==> src/rtl/muldiv_unit_if.sv <==
// muldiv_unit_if: op issue / result bus between ID/EX and the multiply/divide unit.
//   Op_Valid, Op_Code, A, B, Cancel : issued by the pipeline (master)
//   Op_Ready, Busy, Done, HI, LO    : returned by the unit (slave)
interface muldiv_unit_if #(
  parameter int unsigned WIDTH = 32
);
  logic             Op_Valid;
  logic [2:0]       Op_Code;
  logic [WIDTH-1:0] A;
  logic [WIDTH-1:0] B;
  logic             Cancel;
  logic             Op_Ready;
  logic             Busy;
  logic             Done;
  logic [WIDTH-1:0] HI;
  logic [WIDTH-1:0] LO;

  modport master (
    output Op_Valid, Op_Code, A, B, Cancel,
    input  Op_Ready, Busy, Done, HI, LO
  );

  modport slave (
    input  Op_Valid, Op_Code, A, B, Cancel,
    output Op_Ready, Busy, Done, HI, LO
  );
endinterface

==> src/rtl/muldiv_unit.sv <==
// muldiv_unit: multi-cycle radix-2 multiply/divide unit owning the HI/LO registers.
//   Clk   : pipeline clock
//   Reset : synchronous, active-low reset
//   bus   : op issue (Op_Valid, Op_Code, A, B, Cancel) and status/results
//           (Op_Ready, Busy, Done, HI, LO)
// Op_Code: 000 MULT, 001 MULTU, 010 DIV, 011 DIVU, 100 MTHI, 101 MTLO, 11x no-op.
// A mult/div takes WIDTH iteration cycles plus one fixup cycle after acceptance.
module muldiv_unit #(
  parameter int unsigned WIDTH = 32
) (
  input logic          Clk,
  input logic          Reset,
  muldiv_unit_if.slave bus
);

  localparam int unsigned CW = (WIDTH > 1) ? $clog2(WIDTH) : 1;
  localparam logic [CW-1:0] LAST = CW'(WIDTH - 1);

  typedef enum logic [1:0] {IDLE, RUN, FIN} state_t;

  state_t state, state_nx;

  logic [CW-1:0]    counter;
  logic             is_div;
  logic             neg_res;
  logic             neg_rem;
  logic             div_zero;
  logic [WIDTH-1:0] opnd;      // multiplicand or divisor magnitude
  logic [WIDTH-1:0] lo_sh;     // multiplier/product-low or dividend/quotient
  logic [WIDTH:0]   acc;       // product-high or remainder
  logic [WIDTH-1:0] a_raw;     // original A, returned as HI on divide by zero
  logic [WIDTH-1:0] hi_q;
  logic [WIDTH-1:0] lo_q;
  logic             done_q;

  // Issue decode
  logic             op_md;
  logic             op_signed;
  logic             op_div;
  logic             a_neg;
  logic             b_neg;
  logic [WIDTH-1:0] a_mag;
  logic [WIDTH-1:0] b_mag;

  always_comb begin
    op_md     = bus.Op_Valid && !bus.Op_Code[2];
    op_signed = !bus.Op_Code[0];
    op_div    = bus.Op_Code[1];
    a_neg     = op_signed && bus.A[WIDTH-1];
    b_neg     = op_signed && bus.B[WIDTH-1];
    // The most negative value negates to itself, which read unsigned is its magnitude
    a_mag     = a_neg ? (WIDTH'(0) - bus.A) : bus.A;
    b_mag     = b_neg ? (WIDTH'(0) - bus.B) : bus.B;
  end

  // One iteration step and final sign fixups
  logic [WIDTH:0]     mul_sum;
  logic [WIDTH:0]     div_shift;
  logic               div_ge;
  logic [WIDTH:0]     div_diff;
  logic [2*WIDTH-1:0] prod;
  logic [2*WIDTH-1:0] prod_fix;
  logic [WIDTH-1:0]   quo_fix;
  logic [WIDTH-1:0]   rem_fix;

  always_comb begin
    mul_sum   = acc + (lo_sh[0] ? {1'b0, opnd} : '0);
    div_shift = {acc[WIDTH-1:0], lo_sh[WIDTH-1]};
    div_ge    = div_shift >= {1'b0, opnd};
    div_diff  = div_shift - {1'b0, opnd};
    prod      = {acc[WIDTH-1:0], lo_sh};
    prod_fix  = neg_res ? ((2*WIDTH)'(0) - prod) : prod;
    quo_fix   = neg_res ? (WIDTH'(0) - lo_sh) : lo_sh;
    rem_fix   = neg_rem ? (WIDTH'(0) - acc[WIDTH-1:0]) : acc[WIDTH-1:0];
  end

  // State register
  always_ff @(posedge Clk) begin
    if (!Reset) state <= IDLE;
    else        state <= state_nx;
  end

  // Next state
  always_comb begin
    state_nx = state;
    case (state)
      IDLE: if (op_md) state_nx = RUN;
      RUN: begin
        if (bus.Cancel)           state_nx = IDLE;
        else if (counter == LAST) state_nx = FIN;
      end
      FIN:     state_nx = IDLE;
      default: state_nx = IDLE;
    endcase
  end

  // Datapath and HI/LO
  always_ff @(posedge Clk) begin
    if (!Reset) begin
      counter  <= '0;
      is_div   <= 1'b0;
      neg_res  <= 1'b0;
      neg_rem  <= 1'b0;
      div_zero <= 1'b0;
      opnd     <= '0;
      lo_sh    <= '0;
      acc      <= '0;
      a_raw    <= '0;
      hi_q     <= '0;
      lo_q     <= '0;
      done_q   <= 1'b0;
    end else begin
      done_q <= 1'b0;
      case (state)
        IDLE: begin
          if (op_md) begin
            counter  <= '0;
            acc      <= '0;
            is_div   <= op_div;
            neg_res  <= a_neg ^ b_neg;
            neg_rem  <= a_neg;
            div_zero <= op_div && (bus.B == '0);
            a_raw    <= bus.A;
            opnd     <= op_div ? b_mag : a_mag;
            lo_sh    <= op_div ? a_mag : b_mag;
          end else if (bus.Op_Valid && bus.Op_Code == 3'b100) begin
            hi_q <= bus.A;
          end else if (bus.Op_Valid && bus.Op_Code == 3'b101) begin
            lo_q <= bus.A;
          end
        end
        RUN: begin
          if (!bus.Cancel) begin
            if (is_div) begin
              // Restoring step: keep the subtraction only when it did not go negative
              acc   <= div_ge ? div_diff : div_shift;
              lo_sh <= {lo_sh[WIDTH-2:0], div_ge};
            end else begin
              // Shift-add: {acc, lo_sh} shifts right, product grows in from the top
              acc   <= {1'b0, mul_sum[WIDTH:1]};
              lo_sh <= {mul_sum[0], lo_sh[WIDTH-1:1]};
            end
            if (counter != LAST) counter <= counter + CW'(1);
          end
        end
        FIN: begin
          if (!bus.Cancel) begin
            if (is_div && div_zero) begin
              hi_q <= a_raw;
              lo_q <= '1;
            end else if (is_div) begin
              hi_q <= rem_fix;
              lo_q <= quo_fix;
            end else begin
              hi_q <= prod_fix[2*WIDTH-1:WIDTH];
              lo_q <= prod_fix[WIDTH-1:0];
            end
            done_q <= 1'b1;
          end
        end
        default: ;
      endcase
    end
  end

  assign bus.Busy     = (state != IDLE);
  assign bus.Op_Ready = (state == IDLE);
  assign bus.Done     = done_q;
  assign bus.HI       = hi_q;
  assign bus.LO       = lo_q;

endmodule

==> src/flat_wrapper.sv <==
// flat-port wrapper written by rule: the top's interface ports become plain ports
module muldiv_unit_flat 
#(
  parameter int unsigned WIDTH = 32
)
  (Clk, Reset, bus_Op_Valid, bus_Op_Code, bus_A, bus_B, bus_Cancel, bus_Op_Ready, bus_Busy, bus_Done, bus_HI, bus_LO);
  muldiv_unit_if #(.WIDTH(WIDTH)) bus_i ();
  input logic Clk;
  input logic Reset;
  input wire logic [$bits(bus_i.Op_Valid)-1:0] bus_Op_Valid;
  input wire logic [$bits(bus_i.Op_Code)-1:0] bus_Op_Code;
  input wire logic [$bits(bus_i.A)-1:0] bus_A;
  input wire logic [$bits(bus_i.B)-1:0] bus_B;
  input wire logic [$bits(bus_i.Cancel)-1:0] bus_Cancel;
  output wire logic [$bits(bus_i.Op_Ready)-1:0] bus_Op_Ready;
  output wire logic [$bits(bus_i.Busy)-1:0] bus_Busy;
  output wire logic [$bits(bus_i.Done)-1:0] bus_Done;
  output wire logic [$bits(bus_i.HI)-1:0] bus_HI;
  output wire logic [$bits(bus_i.LO)-1:0] bus_LO;
  assign bus_i.Op_Valid = bus_Op_Valid;
  assign bus_i.Op_Code = bus_Op_Code;
  assign bus_i.A = bus_A;
  assign bus_i.B = bus_B;
  assign bus_i.Cancel = bus_Cancel;
  assign bus_Op_Ready = bus_i.Op_Ready;
  assign bus_Busy = bus_i.Busy;
  assign bus_Done = bus_i.Done;
  assign bus_HI = bus_i.HI;
  assign bus_LO = bus_i.LO;
  muldiv_unit #(.WIDTH(WIDTH)) u_core (.Clk(Clk), .Reset(Reset), .bus(bus_i));
endmodule
==> config.mk <==
export PLATFORM = sky130hd
export DESIGN_NAME = muldiv_unit_flat
export DESIGN_NICKNAME = d
export VERILOG_FILES = /design/src/rtl/muldiv_unit_if.sv /design/src/rtl/muldiv_unit.sv /design/src/flat_wrapper.sv
export SDC_FILE = /design/constraint.sdc
export NUM_CORES = 1
export LEC_CHECK = 0
export BUFFER_PORTS_ARGS = -buffer_cell sky130_fd_sc_hd__buf_2
export CAP_MARGIN = 20
export CORE_ASPECT_RATIO = 1.75
export CORE_MARGIN = 3
export CORE_UTILIZATION = 40
export CTS_CLUSTER_SIZE = 40
export DETAILED_ROUTE_END_ITERATION = 6
export REMOVE_ABC_BUFFERS = 1
export SLEW_MARGIN = 10
export SYNTH_ARGS = -nofsm -noshare
export SYNTH_HDL_FRONTEND = slang
export SYNTH_SLANG_ARGS = --single-unit
==> constraint.sdc <==
create_clock -name Clk -period 9.55 [get_ports Clk]
set_clock_uncertainty 0.15 [all_clocks]
set_input_delay 0.955 -clock Clk [delete_from_list [all_inputs] [get_ports Clk]]
set_output_delay 0.955 -clock Clk [all_outputs]
set_load 0.005 [all_outputs]
==> out/metrics.yaml <==
power_and_ir_drop:
  clkPwrFrac_pct: 37.5
  leakage_nw: 7.20
  max-vdd-ir-drop_mv: 0.128
  power_frac_comb_pct: 24.3
  p_int_w: 0.00167
  p_sw_share_pct: 33.2
  power_density_nw_per_um2: 138
  power_w: 0.00249
  netSwitchingPower_w: 0.000826
  p_seq_share_pct: 38.2
logic_synthesis:
  ys_types: 82
  yosys.area.top_type_share_pct: 25.2
  ys_top_cells_by_count: "283 x nand2_1, 256 x a21oi_1, 219 x nor2_1, 205 x dfxtp_1, 149 x o21ai_0"
  synth.most_common_cell: "nand2_1"
  syn_area_per_cell_um2: 7.26
  async_flop_share_pct: 0
  synth.area.top_cells: "dfxtp_1 25%, a21oi_1 7.9%, nand2_1 6.5%"
  synth_top_cell_by_area: "dfxtp_1"
  synth_edf_count: 0
  ys_seq_area_share_pct: 25.2
  synthCells: 2247
  synth_seq_cells: 205
  synthFlopType: "dfxtp_1"
  synth_warnings: 0
  synthesis.area_um2: 16300
route:
  wl_per_cell_um: 23.1
  postRouteAntennaNets: 0
  routed_wirelength_mm: 65.4
  dr.pass1.iters: 7
  routed_via_density: 6.14
  drc: 1
  via_count: 17411
  drtIter0Drc: 1328
global_route:
  antenna_found_initial: 0
  overflow: 0
  grt_pass1_wl_mm: 99.3
  grt_pass1_vias: 16862
  grt_usage_pct: 29.5
  grt_max_degree: 80
flow_run:
  max-cap-violations: 0
worst_setup_path:
  crit_type: "reg2reg"
  timing.rr.end: "u_core.bus.HI[20]"
  worstPathMaxFanout: 31
  arrival_ps: 4840
  cp.required_ps: 9810
  r2r-start: "u_core.lo_sh[0]"
  cp-end-kind: "flip-flop"
  ff2ff_setup_slack_ps: 4970
  start_kind: "flip-flop"
  r2r_cells: 9
clocking:
  cts-htree-levels: 1
  path_clk_slew_ps: 70
  cts_setup_buffers: 0
  clk_latency_ps: 540
  cts-resized-gates: 0
  cts-root-buf: "clkbuf_16"
  clock-sinks: 205
  cts_tree: "done"
  cts_hold_buf: 0
  max-clock-path-buffers: 3
  cts_made_buffers: 22
placement:
  dp_hpwl_mm: 48.6
  dp_cells: 2794
  postPlaceCellArea_um2: 17300
  port_buffers: 137
  place_congestion: 1.04
die:
  core_um2: 40200
  die_area_um2: 43300
  rows: 97
  die_y_um: 273
  pin_count: 138
  fp.dieW_um: 159
  initial_core_util_pct: 40.6
sta:
  slew_headroom_pct: 21.9
  period_share_pct: 48.0
  setup_tns_ps: 0
  min_period_ps: 4580
  rsz0062_at_grt: "no"
  fmax_mhz: 218
  setup_violations: 0
  drv_slew: 0
  hold_violations: 0
  worstMarginPinSlew_ps: 1150
run_status:
  outcome: "finished, violations left"
  failed_checks: "design-rule violations"
min_path:
  hold_class: "reg2reg"
  min_from: "u_core.bus.LO[8]"
  min_to: "u_core.bus.LO[8]"
  hold_depth: 2
final_layout:
  finalNonFillerCells: 2835
  antennaDiodeCount: 0
  area_growth_pct: 10.8
  finalNetCount: 2418
  layout-drive-gt1-share_pct: 11.0
  fin_area_um2: 18100
==> metal layers <==
layer | global-route usage [%] | vias to the layer above | part of all wire (%)
li1 | - | 8197 | -
met1 | 33.3 | 8248 | 37
met2 | 51.2 | 731 | 49
met3 | 2.87 | 235 | 5.2
met4 | 20.3 | 0 | 8.3
met5 | 0 | - | 0
==> cell usage in the layout, fill, tap and decap left out, drive strengths merged, types with 24 or more instances in the layout <==
master  instances
nand3          50
o221ai         29
clkbuf         32
a21oi         257
buf           169
mux2i          67
dfxtp         205
nand2         283
xnor2         110
o31ai          24
nor2          219
xor2           58
o211ai         46
a211oi         29
ha             70
a21o           39
nor3           42
inv            72
o21ai         152
a31oi          28
==> worst max-delay path, cell delays in order (launching register included) <==
cell and delay [ps]:
dfxtp_1 400, inv_1 820, ha_1 360, or3b_2 520, or4b_1 830, o21ai_4 360, and3_1 230, o21ai_0 100
a2111oi_0 570, nor2_1 100
==> logic make-up (layout without fill, tap and decap cells) <==
kind of cell,Yosys count,after routing,synth area share (%)
adders and majority gates,72,72,5.62
muxes,77,77,4.80
xor gates and xnor gates,168,168,9.02
AOI/OAI and AO/OA,738,738,28.7
DFF,205,205,25.2
and+or+nand+nor,750,750,21.1
buffers and inverters,237,281,5.59
==> final cells by class <==
class                           count  area [µm²]
Fill cell                        4139       22100
Tap cell                          544         681
Sequential cell                   205        4110
Clock inverter                      8         119
Timing Repair Buffer              169         930
Clock buffer                       32         639
Inverter                           72         273
Multi-Input combinational cell   1805       11300
==> worst max path at each step <==
stage / from / end
2_1_floorplan: bus_Op_Code[2] / u_core.lo_sh[12]
3_3_place_gp: u_core.lo_sh[0] / u_core.bus.HI[20]
3_5_place_dp: u_core.lo_sh[0] / u_core.bus.HI[20]
4_1_cts: u_core.lo_sh[0] / u_core.bus.HI[20]
5_1_grt: u_core.lo_sh[0] / u_core.acc[28]
6_report: u_core.lo_sh[0] / u_core.bus.HI[20]
==> stage by stage <==
stage | hold WS, ps | setup slack (ps) | util [%]
2_1_floorplan | 282 | 4110 | -
3_3_place_gp | 289 | 5180 | 43.0
3_5_place_dp | 291 | 5040 | 43.1
4_1_cts | 303 | 5030 | 45.0
5_1_grt | 318 | 4680 | 45.0
6_report | 301 | 4970 | 45.0
==> flip-flops by register name, indices dropped and copies added (netlist names) <==
| name | count |
|---|---|
| u_core.state | 2 |
| u_core.neg_rem | 1 |
| u_core.is_div | 1 |
| u_core.a_raw | 32 |
| u_core.bus.LO | 32 |
| u_core.acc | 33 |
| u_core.bus.HI | 32 |
| u_core.bus.Done | 1 |
| u_core.counter | 5 |
| u_core.opnd | 32 |
| u_core.lo_sh | 32 |
| u_core.neg_res | 1 |
| u_core.div_zero | 1 |
==> power by group through the flow <==
stage          clock network (W)  registers, W  logic (W)
2_1_floorplan                  0      0.000954   0.000379
3_3_place_gp                   0      0.000967   0.000591
3_5_place_dp                   0      0.000968   0.000593
4_1_cts                 0.000949      0.000949   0.000597
5_1_grt                 0.000977      0.000955   0.000656
6_report                0.000935      0.000951   0.000606
Power figures use the tool's default switching activity.
